### src/rtl/hex_display_scan_if.sv
// hex_display_scan_if: value/control inputs and display pins of the multiplexed hex display
interface hex_display_scan_if #(
    parameter int NUM_DIGITS = 4
);
    logic                      i_enable;
    logic                      i_load;
    logic [4*NUM_DIGITS-1:0]   i_value;
    logic [NUM_DIGITS-1:0]     i_dp;
    logic [NUM_DIGITS-1:0]     i_blank;
    logic                      i_lzb;
    logic [6:0]                o_segment;
    logic                      o_dp;
    logic [NUM_DIGITS-1:0]     o_digit;

    modport master (
        output i_enable, i_load, i_value, i_dp, i_blank, i_lzb,
        input  o_segment, o_dp, o_digit
    );

    modport slave (
        input  i_enable, i_load, i_value, i_dp, i_blank, i_lzb,
        output o_segment, o_dp, o_digit
    );
endinterface

### src/rtl/hex_display_scan.sv
// hex_display_scan: time-multiplexed 7-segment hex driver with frame-synchronous value update
module hex_display_scan #(
    parameter int NUM_DIGITS     = 4,
    parameter int REFRESH_DIV    = 1000,
    parameter int BLANK_CYCLES   = 8,
    parameter bit SEG_ACTIVE_LOW = 1'b0,
    parameter bit DIG_ACTIVE_LOW = 1'b1
) (
    input logic              i_clk,
    input logic              i_rst_n,
    hex_display_scan_if.slave bus
);
    localparam int CW = $clog2(REFRESH_DIV);
    localparam int IW = NUM_DIGITS > 1 ? $clog2(NUM_DIGITS) : 1;
    localparam int VW = 4 * NUM_DIGITS;
    localparam logic [111:0] SEG_LUT = {
        7'h47, 7'h4F, 7'h3D, 7'h4E, 7'h1F, 7'h77, 7'h7B, 7'h7F,
        7'h70, 7'h5F, 7'h5B, 7'h33, 7'h79, 7'h6D, 7'h30, 7'h7E
    };

    logic [CW-1:0]         cnt;
    logic [IW-1:0]         idx;
    logic [VW-1:0]         sh_value, act_value;
    logic [NUM_DIGITS-1:0] sh_dp, sh_blank, act_dp, act_blank;
    logic                  pending;
    logic                  tc, frame_end, commit, dark, show;
    logic [3:0]            nib;
    logic [6:0]            seg;
    logic [NUM_DIGITS-1:0] sel;

    // Slot timing, commit point and the lit pattern of the currently selected digit
    always_comb begin
        tc        = cnt == CW'(REFRESH_DIV - 1);
        frame_end = tc && idx == IW'(NUM_DIGITS - 1);
        commit    = !bus.i_enable || frame_end;
        nib       = 4'(act_value >> {idx, 2'b00});
        dark      = act_blank[idx] || (bus.i_lzb && idx != '0 && (act_value >> {idx, 2'b00}) == '0);
        show      = bus.i_enable && cnt >= CW'(BLANK_CYCLES);
        seg       = show && !dark ? 7'(SEG_LUT >> (32'(nib) * 7)) : 7'h00;
        sel       = show ? NUM_DIGITS'(1) << idx : '0;
    end

    // Prescaler and digit index; both parked at 0 while scanning is disabled
    always_ff @(posedge i_clk or negedge i_rst_n) begin
        if (!i_rst_n) begin
            cnt <= '0;
            idx <= '0;
        end else if (!bus.i_enable) begin
            cnt <= '0;
            idx <= '0;
        end else if (tc) begin
            cnt <= '0;
            idx <= idx == IW'(NUM_DIGITS - 1) ? '0 : idx + 1'b1;
        end else begin
            cnt <= cnt + 1'b1;
        end
    end

    // Shadow capture on load; active copy only changes at a frame end or while disabled
    always_ff @(posedge i_clk or negedge i_rst_n) begin
        if (!i_rst_n) begin
            sh_value  <= '0;
            sh_dp     <= '0;
            sh_blank  <= '0;
            act_value <= '0;
            act_dp    <= '0;
            act_blank <= '0;
            pending   <= 1'b0;
        end else begin
            if (bus.i_load) begin
                sh_value <= bus.i_value;
                sh_dp    <= bus.i_dp;
                sh_blank <= bus.i_blank;
            end
            if (commit) begin
                pending <= 1'b0;
                if (bus.i_load) begin
                    act_value <= bus.i_value;
                    act_dp    <= bus.i_dp;
                    act_blank <= bus.i_blank;
                end else if (pending) begin
                    act_value <= sh_value;
                    act_dp    <= sh_dp;
                    act_blank <= sh_blank;
                end
            end else if (bus.i_load) begin
                pending <= 1'b1;
            end
        end
    end

    // Registered pins at the configured polarities
    always_ff @(posedge i_clk or negedge i_rst_n) begin
        if (!i_rst_n) begin
            bus.o_segment <= {7{SEG_ACTIVE_LOW}};
            bus.o_dp      <= SEG_ACTIVE_LOW;
            bus.o_digit   <= {NUM_DIGITS{DIG_ACTIVE_LOW}};
        end else begin
            bus.o_segment <= seg ^ {7{SEG_ACTIVE_LOW}};
            bus.o_dp      <= (show && !dark && act_dp[idx]) ^ SEG_ACTIVE_LOW;
            bus.o_digit   <= sel ^ {NUM_DIGITS{DIG_ACTIVE_LOW}};
        end
    end
endmodule
### src/flat_wrapper.sv
// flat-port wrapper written by rule: the top's interface ports become plain ports
module hex_display_scan_flat 
#(
    parameter int NUM_DIGITS     = 4,
    parameter int REFRESH_DIV    = 1000,
    parameter int BLANK_CYCLES   = 8,
    parameter bit SEG_ACTIVE_LOW = 1'b0,
    parameter bit DIG_ACTIVE_LOW = 1'b1
)
  (i_clk, i_rst_n, bus_i_enable, bus_i_load, bus_i_value, bus_i_dp, bus_i_blank, bus_i_lzb, bus_o_segment, bus_o_dp, bus_o_digit);
  hex_display_scan_if #(.NUM_DIGITS(NUM_DIGITS)) bus_i ();
  input logic i_clk;
  input logic i_rst_n;
  input wire logic [$bits(bus_i.i_enable)-1:0] bus_i_enable;
  input wire logic [$bits(bus_i.i_load)-1:0] bus_i_load;
  input wire logic [$bits(bus_i.i_value)-1:0] bus_i_value;
  input wire logic [$bits(bus_i.i_dp)-1:0] bus_i_dp;
  input wire logic [$bits(bus_i.i_blank)-1:0] bus_i_blank;
  input wire logic [$bits(bus_i.i_lzb)-1:0] bus_i_lzb;
  output wire logic [$bits(bus_i.o_segment)-1:0] bus_o_segment;
  output wire logic [$bits(bus_i.o_dp)-1:0] bus_o_dp;
  output wire logic [$bits(bus_i.o_digit)-1:0] bus_o_digit;
  assign bus_i.i_enable = bus_i_enable;
  assign bus_i.i_load = bus_i_load;
  assign bus_i.i_value = bus_i_value;
  assign bus_i.i_dp = bus_i_dp;
  assign bus_i.i_blank = bus_i_blank;
  assign bus_i.i_lzb = bus_i_lzb;
  assign bus_o_segment = bus_i.o_segment;
  assign bus_o_dp = bus_i.o_dp;
  assign bus_o_digit = bus_i.o_digit;
  hex_display_scan #(.NUM_DIGITS(NUM_DIGITS), .REFRESH_DIV(REFRESH_DIV), .BLANK_CYCLES(BLANK_CYCLES), .SEG_ACTIVE_LOW(SEG_ACTIVE_LOW), .DIG_ACTIVE_LOW(DIG_ACTIVE_LOW)) u_core (.i_clk(i_clk), .i_rst_n(i_rst_n), .bus(bus_i));
endmodule
### config.mk
export PLATFORM = sky130hd
export DESIGN_NAME = hex_display_scan_flat
export DESIGN_NICKNAME = d
export VERILOG_FILES = /design/src/rtl/hex_display_scan_if.sv /design/src/rtl/hex_display_scan.sv /design/src/flat_wrapper.sv
export SDC_FILE = /design/constraint.sdc
export NUM_CORES = 1
export LEC_CHECK = 0
export ABC_CLOCK_PERIOD_IN_PS = 3200
export CELL_PAD_IN_SITES_DETAIL_PLACEMENT = 0
export CELL_PAD_IN_SITES_GLOBAL_PLACEMENT = 1
export CORE_MARGIN = 4
export CORE_UTILIZATION = 45
export DETAILED_ROUTE_END_ITERATION = 16
export GPL_TIMING_DRIVEN = 0
export HOLD_SLACK_MARGIN = 0.02
export PLACE_DENSITY = 0.76
export REMOVE_ABC_BUFFERS = 1
export SETUP_SLACK_MARGIN = 0.05
export SLEW_MARGIN = 20
export SYNTH_ARGS = -nofsm -noshare
export SYNTH_HDL_FRONTEND = slang
export SYNTH_SLANG_ARGS = --single-unit
export TNS_END_PERCENT = 100
### constraint.sdc
create_clock -name i_clk -period 3.2 [get_ports i_clk]
set_input_delay 0.32 -clock i_clk [delete_from_list [all_inputs] [get_ports i_clk]]
set_output_delay 0.32 -clock i_clk [all_outputs]
set_load 0.02 [all_outputs]
==> summary.md <==
| Metric | Value |
|---|---|
| Status | finished, final reports clean |
| Leak | 1.74 nW |
| First-pass GRT wire length | 10.1 mm |
| Met1 Use GR | 20.4% |
| Max Fanout on Critical Path | 11 |
| Nets | 336 |
| Power per cell area | roughly 520 mW/mm² |
| EDFF count, synth | 0 |
| Total track usage | 14.8% |
| Final hold vios | 0 |
| Synth Instances | 252 |
| CTS H-Tree Depth | 3 |
| Syn-to-layout area delta | 20.0% |
| Final TNS setup | 0 ns |
| Worst setup EP type | flop |
| Crit path time final | 2.92 ns |
| Crit path launch | u_core.idx[0]$_DFFE_PN0P_ |
| Initial core utilization | 46.6% |
| Vias per cell | ~5 |
| RSZ-0062 raised after global routing | false |
| Max cap viols | 0 |
| Area contributors post-synth | dfrtp_1 51%, mux2_2 9.9%, mux2_4 8.8% |
| Core area | 0.00733 mm² |
| Most Crowded Layer GR | met2 |
| Number of CTS-inserted buffers | 9 |
| Power Total | 0.00213 W |
| Worst Path Required | 3.37 ns |
| Min-delay worst type | input port to async pin |
| Worst path bufs/invs | 1 |
| Die extent in y | 95.1 µm |
| Drc violations | 0 |
| Register-to-register setup slack | 0.28 ns |
| Share of layout cells above drive strength 1 | a little over a quarter |
| Drt pass-1 iters | 4 |
| Final period utilization | 91.3% |
| Crit. path cell count | 6 |
| Grt met2 use | between 20% and 30% |
| WL final | 5.86 mm |
| Final setup vio count | 0 |
| Worst-case clock buffer depth | 2 |
| Seq/Total Area, Yosys | between 50% and 60% |
| Final antenna-violating net count | 0 |
| Initial antenna violation count | 0 |
| Post-synth cell types | 38 |
| Initial DRC count | 74 |
| CP Launch Type | flop |
| Detailed Place HPWL | 4.16 mm |
| Port Buffers | 40 |
| Synth cell count leaders | 69 x dfrtp_1, 30 x mux2_2, 20 x mux2_4 |
| Slew margin rel. | 28.7% |
| Crit Path Category | flop to flop |
| IO Pins | 41 |
| Area of the mapped netlist | 0.00341 mm² |
| Syn Area/Cell | 13.5 µm² |
| Die area | roughly 0.0090 mm² |
| CP max stage delay | 0.85 ns |
| DIE WIDTH | 95.1 µm |
| Final Max Slew Viols | 0 |
| Largest delay contributor family on the critical path | compound AO/OA/AOI/OAI gates |
| Ys Warns | 0 |
| # rows | 31 |
| Met3 Usage GRT | around 4.3% |
| Reg2Reg Depth | 6 |
| Layout Skew | between 0.01 and 0.015 ns |
| RR Startpoint | u_core.idx[0]$_DFFE_PN0P_ |
| Vias in the first global route | 2102 |
| R2R Path End | u_core.bus.o_segment[4]$_DFF_PN0_ |
| Worst vdd ir | 0.283 mV |
| Clk Latency, worst-skew pair | about 0.34 ns |
| Most frequent cell after synthesis | dfrtp_1 |
| Largest net degree at the start of global routing | 52 |
| FF+latch count, synth | 73 |
| Hold Buf Count CTS | 1 |
| WP data arrival | just over 3 ns |
| Root buffer cell | clkbuf_8 |
| Vias post-DR | between 2000 and 2500 |
| Antenna cells | 0 |
| Worst Tran Pin Value | 1.07 ns |
| WL/cell | between 10 and 15 µm |
| Area share of the largest cell type after synthesis | 50.6% |
| Clock transition at path regs | around 0.080 ns |
| Area leader, netlist | dfrtp_1 |
| Final weighted congestion in routability-driven placement | around 0.75 |
| Asr flop ratio synth | 100% |
| CTS sink cnt | 73 |
| Worst path slowest cell | a211oi_1 |
| Peak Freq | 342 MHz |
| TritonCTS clock tree | done |
| Post-CTS Setup Bufs | 0 |
| Resize count post-CTS | 0 |
| Crit path cell chain | mux4_2 > inv_1 > ha_1 > nand2_1 > a211oi_1 > a2111oi_0 |
| Gr ovfl total | 0 |
| Top_reg_cell synth | dfrtp_1 |
## worst max path at each step
stage                                              endpoint  slack, ns
after global placement       u_core.sh_blank[2]$_DFFE_PN0P_      -0.68
after CTS                   u_core.act_value[3]$_DFFE_PN0P_       0.15
after global routing      u_core.bus.o_segment[4]$_DFF_PN0_       0.07
after floorplan             u_core.act_value[0]$_DFFE_PN0P_       0.78
final                     u_core.bus.o_segment[4]$_DFF_PN0_       0.28
after detailed placement    u_core.act_value[3]$_DFFE_PN0P_      -0.22
## cells by family (layout without fill, tap and decap cells)
group | count (synthesis) | in the layout | synth area share [%]
AO/OA/AOI/OAI | 17 | 17 | 3.85
XOR/XNOR | 8 | 8 | 2.05
adder cells (fa/ha/maj) | 12 | 12 | 4.40
buffers and inverters | 20 | 68 | 3.04
flip-flops | 73 | 73 | 53.6
multiplexers | 60 | 60 | 24.2
AND/OR/NAND/NOR | 62 | 62 | 8.83
## area by class of cell
cell class                      count  area (µm²)
Clock buffer                       15         186
Clock inverter                      1        7.51
Fill cell                         614        3230
Inverter                           10        37.5
Multi-Input combinational cell    159        1480
Sequential cell                    73        1830
Tap cell                           99         124
Timing Repair Buffer               42         430
## metrics by stage
| stage | std cells | setup slack [ns] | util, % | hold slack (ns) | cell area [µm²] |
|---|---|---|---|---|---|
| final | 399 | 0.280 | 55.9 | 0.401 | 4100 |
| after global routing | 399 | 0.0651 | 55.9 | 0.436 | 4100 |
| after CTS | 399 | 0.149 | 55.9 | 0.401 | 4100 |
| after detailed placement | 382 | -0.217 | 53.2 | 0.238 | 3900 |
| after global placement | 381 | -0.684 | 52.8 | 0.483 | 3870 |
| after floorplan | 242 | 0.783 | - | 0.0244 | 3350 |
## sequential cells by signal, indices dropped and copies added (netlist names)
| signal | cells |
|---|---|
| u_core.sh_value | 16 |
| u_core.idx | 2 |
| u_core.act_value | 16 |
| u_core.bus.o_segment | 7 |
| u_core.bus.o_digit | 4 |
| u_core.sh_dp | 4 |
| u_core.pending | 1 |
| u_core.sh_blank | 4 |
| u_core.bus.o_dp | 1 |
| u_core.act_dp | 4 |
| u_core.cnt | 10 |
| u_core.act_blank | 4 |
## per-layer routing
layer | share of wire [%] | up-vias
li1 | - | 978
met1 | 49 | 983
met2 | 45 | 45
met3 | 4.5 | 8
met4 | 1.7 | 0
met5 | 0 | -
## worst register-to-register path, cell delays in order, from the launching register on
cell and delay [ns]:
dfrtp_1 0.68, mux4_2 0.66, inv_1 0.16, ha_1 0.18
nand2_1 0.06, a211oi_1 0.85, a2111oi_0 0.17
## power by group
group / internal [W] / total [W] / switching [W]
Sequential: 0.00102 / 0.00108 / 0.0000630
Combinational: 0.000212 / 0.000356 / 0.000144
Clock: 0.000368 / 0.000690 / 0.000322
## layout by cell type (no fill, tap or decap), types with 2 or more instances in the layout
master,count
nand3_1,5
xnor2_1,6
nor4_1,5
xor2_1,2
mux4_2,7
clkdlybuf4s50_1,38
clkbuf_1,2
a2111oi_1,2
nand2b_1,5
dfstp_2,4
nor2_1,18
inv_1,10
o21ai_0,3
a21oi_1,4
ha_1,12
clkbuf_8,13
mux2_2,30
mux2_4,20
nand2_1,13
mux2i_1,3
dfrtp_1,69
nor3_1,7
nand4_1,2
a211oi_1,3
Power figures use the tool's default switching activity.
==> variant 1 (config.mk and constraints unchanged) <==
`DIG_ACTIVE_LOW` is set to 1'b1 in 2 places; all go to 1'b0.
--- a/src/rtl/hex_display_scan.sv
+++ b/src/rtl/hex_display_scan.sv
@@ -6,3 +6,3 @@
     parameter bit SEG_ACTIVE_LOW = 1'b0,
-    parameter bit DIG_ACTIVE_LOW = 1'b1
+    parameter bit DIG_ACTIVE_LOW = 1'b0
 ) (
--- a/src/flat_wrapper.sv
+++ b/src/flat_wrapper.sv
@@ -7,3 +7,3 @@
     parameter bit SEG_ACTIVE_LOW = 1'b0,
-    parameter bit DIG_ACTIVE_LOW = 1'b1
+    parameter bit DIG_ACTIVE_LOW = 1'b0
 )
Function: changed (a bounded check fails within 4 cycles, from zero or initial values and one cycle with i_rst_n low).
==> variant 1 against the original RTL <==
Setup slack improved by 0.022 ns; clock skew down 0.0058 ns; area after synthesis increased by 0.81%; die area rose by 0.74%; power is 2.0% lower; routed wire length rose by 1.9%; sequential power about the same; cell area is 0.52% lower; sequential cell count stayed put; clock power decreased by 6.1%; critical path type unchanged; critical endpoint unchanged; highest routed layer unchanged.
==> variant 1: results (changes against the original RTL) <==
GR Util All Layers = 0.1502 (+0.001981)
Post-Syn Area per Cell = 13.66 sq um (+0.81%)
Post-layout util = 0.5559 (-0.002901)
Routed WL = 5.965 mm (+1.9%)
Layout cell share with drive strength beyond 1 = 0.2533 (-0.01667)
Seq/Total Area, Yosys = 0.5307 (-0.005744)
Fraction of area in registers = 0.4483 (+0.001105)
# clk buffers = 14 (-1)
Switching part of the total = 0.2550 (+0.006018)
Pin count of the biggest net entering global routing = 40 (-23%)
WL met1 = 3.000 mm (+5.1%)
Final clock-cell share = 0.04298 (-0.004358)
WL met2 = 2.599 mm (-1.6%)
Ranking of synthesized cells by area = dfrtp_1 (53%), mux2_2 (9.8%), mux2_4 (8.7%)
FF+latch area = 1827 sq um (-0.27%)
Multiplexer share of the synthesized area = 0.2399 (-0.001934)
Adder-Cell Fraction of Synth Area = 0.04362 (-0.0003516)
Status = complete, no violations
WP data arrival = 3.06 ns (-0.03 ns)
Grt met2 use = 0.2152 (-0.004665)
Post-synthesis compound-gate area fraction = 0.03817 (-0.0003077)
Static leakage = 0.001747 uW (+0.49%)
Clk. pwr = 648 uW (-6.1%)
Via Count = 2,009 (-0.25%)
Multi-input logic area = 1489 sq um (+0.68%)
Worst-Margin Slew = 1.092 ns (+0.02310 ns)
Post-place setup slack = 0.2617 ns (+0.4785 ns)
Max VDD drop = 0.0002573 V (-9.0%)
Dpl cell area = 3890 sq um (-0.19%)
Global Route met3 Usage = 0.05288 (+0.01026)
==> variant 1: changes by cell type after synthesis, sizes merged <==
cell	change
clkbuf	-1
dfrtp	+4
nand2	-4
dfstp	-4
and2	+4
buf	+1
==> variant 1: through the flow <==
step,power (uW),setup TNS (ns)
after floorplan,1328,0
after global placement,1442,-52.78
after detailed placement,1453,0
after CTS,2111,0
after global routing,2206,0
final,2083,0
==> variant 1: final timing paths <==
path	startpoint	depth (start not counted)	endpoint	slack, ns
setup / recovery	u_core.idx[0]	6	u_core.bus.o_segment[4]	0.30
hold / removal	i_rst_n	2	u_core.bus.o_segment[3]	0.46
setup reg to reg	u_core.idx[0]	6	u_core.bus.o_segment[4]	0.30
hold reg to reg	u_core.sh_blank[0]	1	u_core.sh_blank[0]	0.50
max in group asynchronous	i_rst_n	3	u_core.sh_value[7]	2.18
min in group i_clk	u_core.sh_blank[0]	1	u_core.sh_blank[0]	0.50
==> variant 2 (same settings) <==
Without the edit above. Reset style: synchronous (`i_rst_n`), changed in 3 clocked blocks.
--- a/src/rtl/hex_display_scan.sv
+++ b/src/rtl/hex_display_scan.sv
@@ -43,3 +43,3 @@
     // Prescaler and digit index; both parked at 0 while scanning is disabled
-    always_ff @(posedge i_clk or negedge i_rst_n) begin
+    always_ff @(posedge i_clk) begin
         if (!i_rst_n) begin
@@ -59,3 +59,3 @@
     // Shadow capture on load; active copy only changes at a frame end or while disabled
-    always_ff @(posedge i_clk or negedge i_rst_n) begin
+    always_ff @(posedge i_clk) begin
         if (!i_rst_n) begin
@@ -92,3 +92,3 @@
     // Registered pins at the configured polarities
-    always_ff @(posedge i_clk or negedge i_rst_n) begin
+    always_ff @(posedge i_clk) begin
         if (!i_rst_n) begin
Behaviour: differs if i_rst_n is asserted again (counterexample within 10 cycles, from zero or initial values and one cycle with i_rst_n low); with i_rst_n held inactive, the same outputs for 10 cycles.
==> variant 2 against the original RTL <==
Hold slack improved by 0.060 ns; maximum frequency rose by 1.4%; cell area fell by 2.9%; routed wire length rose by 2.6%; critical endpoint is now u_core.act_value[5]; power fell by 14%; sequential cell count did not move; setup slack improved by 0.040 ns; via count rose by 8.3%; area after synthesis fell by 2.5%; critical path type unchanged.
==> variant 2: results (changes against the original RTL) <==
RePlAce Congestion = 0.7585 (+0.90%)
Pin count of the biggest net entering global routing = 51 (-1.9%)
Max VDD drop = 0.0001875 V (-34%)
Status = complete, no violations
Clock-pin slew on the worst setup and hold paths = 0.07 ns
Post-place setup slack = 0.01971 ns (+0.2365 ns)
Ranking of synthesized cells by area = dfxtp_1 (44%), mux2_4 (9.0%), mux2i_1 (8.7%)
Layout cell share with drive strength beyond 1 = 0.1527 (-0.1173)
Slew margin rel. = 0.2854 (-0.001810)
WL/cell = 13.46 um (-8.2%)
Global-route wire length before repair = 10.23 mm (+1.2%)
Yosys cell types = 40 (+5.3%)
Port bufs = 40 (unchanged)
Via Count = 2,182 (+8.3%)
Static leakage = 0.001581 uW (-9.1%)
Initial DRC count = 91 (+23%)
GR Util All Layers = 0.1489 (+0.0006244)
Fin. Hold Viols = 0 (unchanged)
Asr flop ratio synth = 0 (-1.000)
Fill cells = 693 (+13%)
Max Clock Skew = 0.01023 ns (-0.001545 ns)
Crit Path Max Fanout = 24 (+13)
TritonCTS Buffers = 9 (unchanged)
Synth top cells by count = dfxtp_1 (73), mux2i_1 (29), nor2b_1 (28)
Global Route met3 Usage = 0.04247 (-0.0001524)
WP data arrival = 3.10 ns (about the same)
Seq/Total Area, Yosys = 0.4389 (-0.09753)
Hold crit path type = reg2reg
GR Util met1 = 0.1915 (-0.01290)
Clk buf depth = 2 (unchanged)
Ant. Diodes = 0 (unchanged)
Post-DP HPWL = 4.188 mm (+0.59%)
Grt met2 use = 0.2318 (+0.01199)
Fin nets = 384 (+14%)
Crit path max-delay cell type = a21oi_4
Primary FF master, synth = dfxtp_1
## variant 2: changes by cell type in the layout (fill, tap and decap cells not counted), sizes merged, moves of 25 or more
cell,unedited run,this run
mux2,50,24
nor2b,0,28
dfrtp,69,0
and2,0,25
mux2i,3,29
dfxtp,0,73
## variant 2: cells by family (layout without fill, tap and decap cells)
group / count (synthesis) / count (layout) / share of synthesized area
AOI/OAI and AO/OA: 14 / 14 / 0.03119
xor gates and xnor gates: 8 / 8 / 0.02105
adders and majority gates: 13 / 13 / 0.04886
buffers and inverters: 24 / 67 / 0.03833
DFF: 73 / 73 / 0.4389
muxes: 58 / 58 / 0.2247
and+or+nand+nor: 114 / 114 / 0.1969
## variant 2: final timing paths
path	from	to	slack (ns)	cells past startpoint
setup / recovery	u_core.idx[1]	u_core.act_value[5]	0.32	5
hold / removal	u_core.cnt[0]	u_core.cnt[0]	0.46	1
setup reg to reg	u_core.idx[1]	u_core.act_value[5]	0.32	5
hold reg to reg	u_core.cnt[0]	u_core.cnt[0]	0.46	1
## variant 2: per-stage QoR
step	hold WS, ns	TNS (ns)	area [sq um]	std cells
global route	0.4810	0	3978	446
CTS	0.4675	0	3971	446
detailed placement	0.4498	0	3781	430
floorplan	0.4297	0	3239	290
global placement	0.4390	-10.57	3764	429
finish	0.4601	0	3978	446
## variant 2: worst register-to-register path: cells and delay by family, from the launching register on
family	cells	cell delay (ns)
compound gates	1	0.85
flops	1	0.62
simple gates	1	0.55
fa+ha+maj	1	0.27
buf+inv	1	0.05
mux	1	0.43
## variant 2: power breakdown
| part | total (uW) | switching [uW] | internal (uW) | leakage, uW |
|---|---|---|---|---|
| Clock | 693 | 313 | 380 | 0.0000974 |
| Combinational | 182 | 77.5 | 104 | 0.000887 |
| Sequential | 958 | 15.3 | 943 | 0.000596 |
| Total | 1830 | 406 | 1430 | 0.00158 |
## variant 2: area by class of cell
type	instances	area, sq um	area share
tap	99	123.9	0.03114
multi-input combinational	207	1747	0.4391
inverter	10	37.54	0.009437
timing repair buffer	41	417.9	0.1051
clock inverter	3	40.04	0.01007
sequential	73	1463	0.3677
clock buffer	13	148.9	0.03743
## variant 2: what timing repair did
item / 4_1_cts / 5_1_grt
endpoints found under the hold margin: 0 / 0
resized for setup: 1 / 1
pin swaps: 0 / 0
endpoints found under the setup margin: 7 / 3
## variant 2: metal layers
metal | up-vias | share of wire
met3 | 5 | 0.040
li1 | 1116 | -
met4 | 0 | 0.012
met5 | - | 0
met1 | 1022 | 0.48
met2 | 39 | 0.46
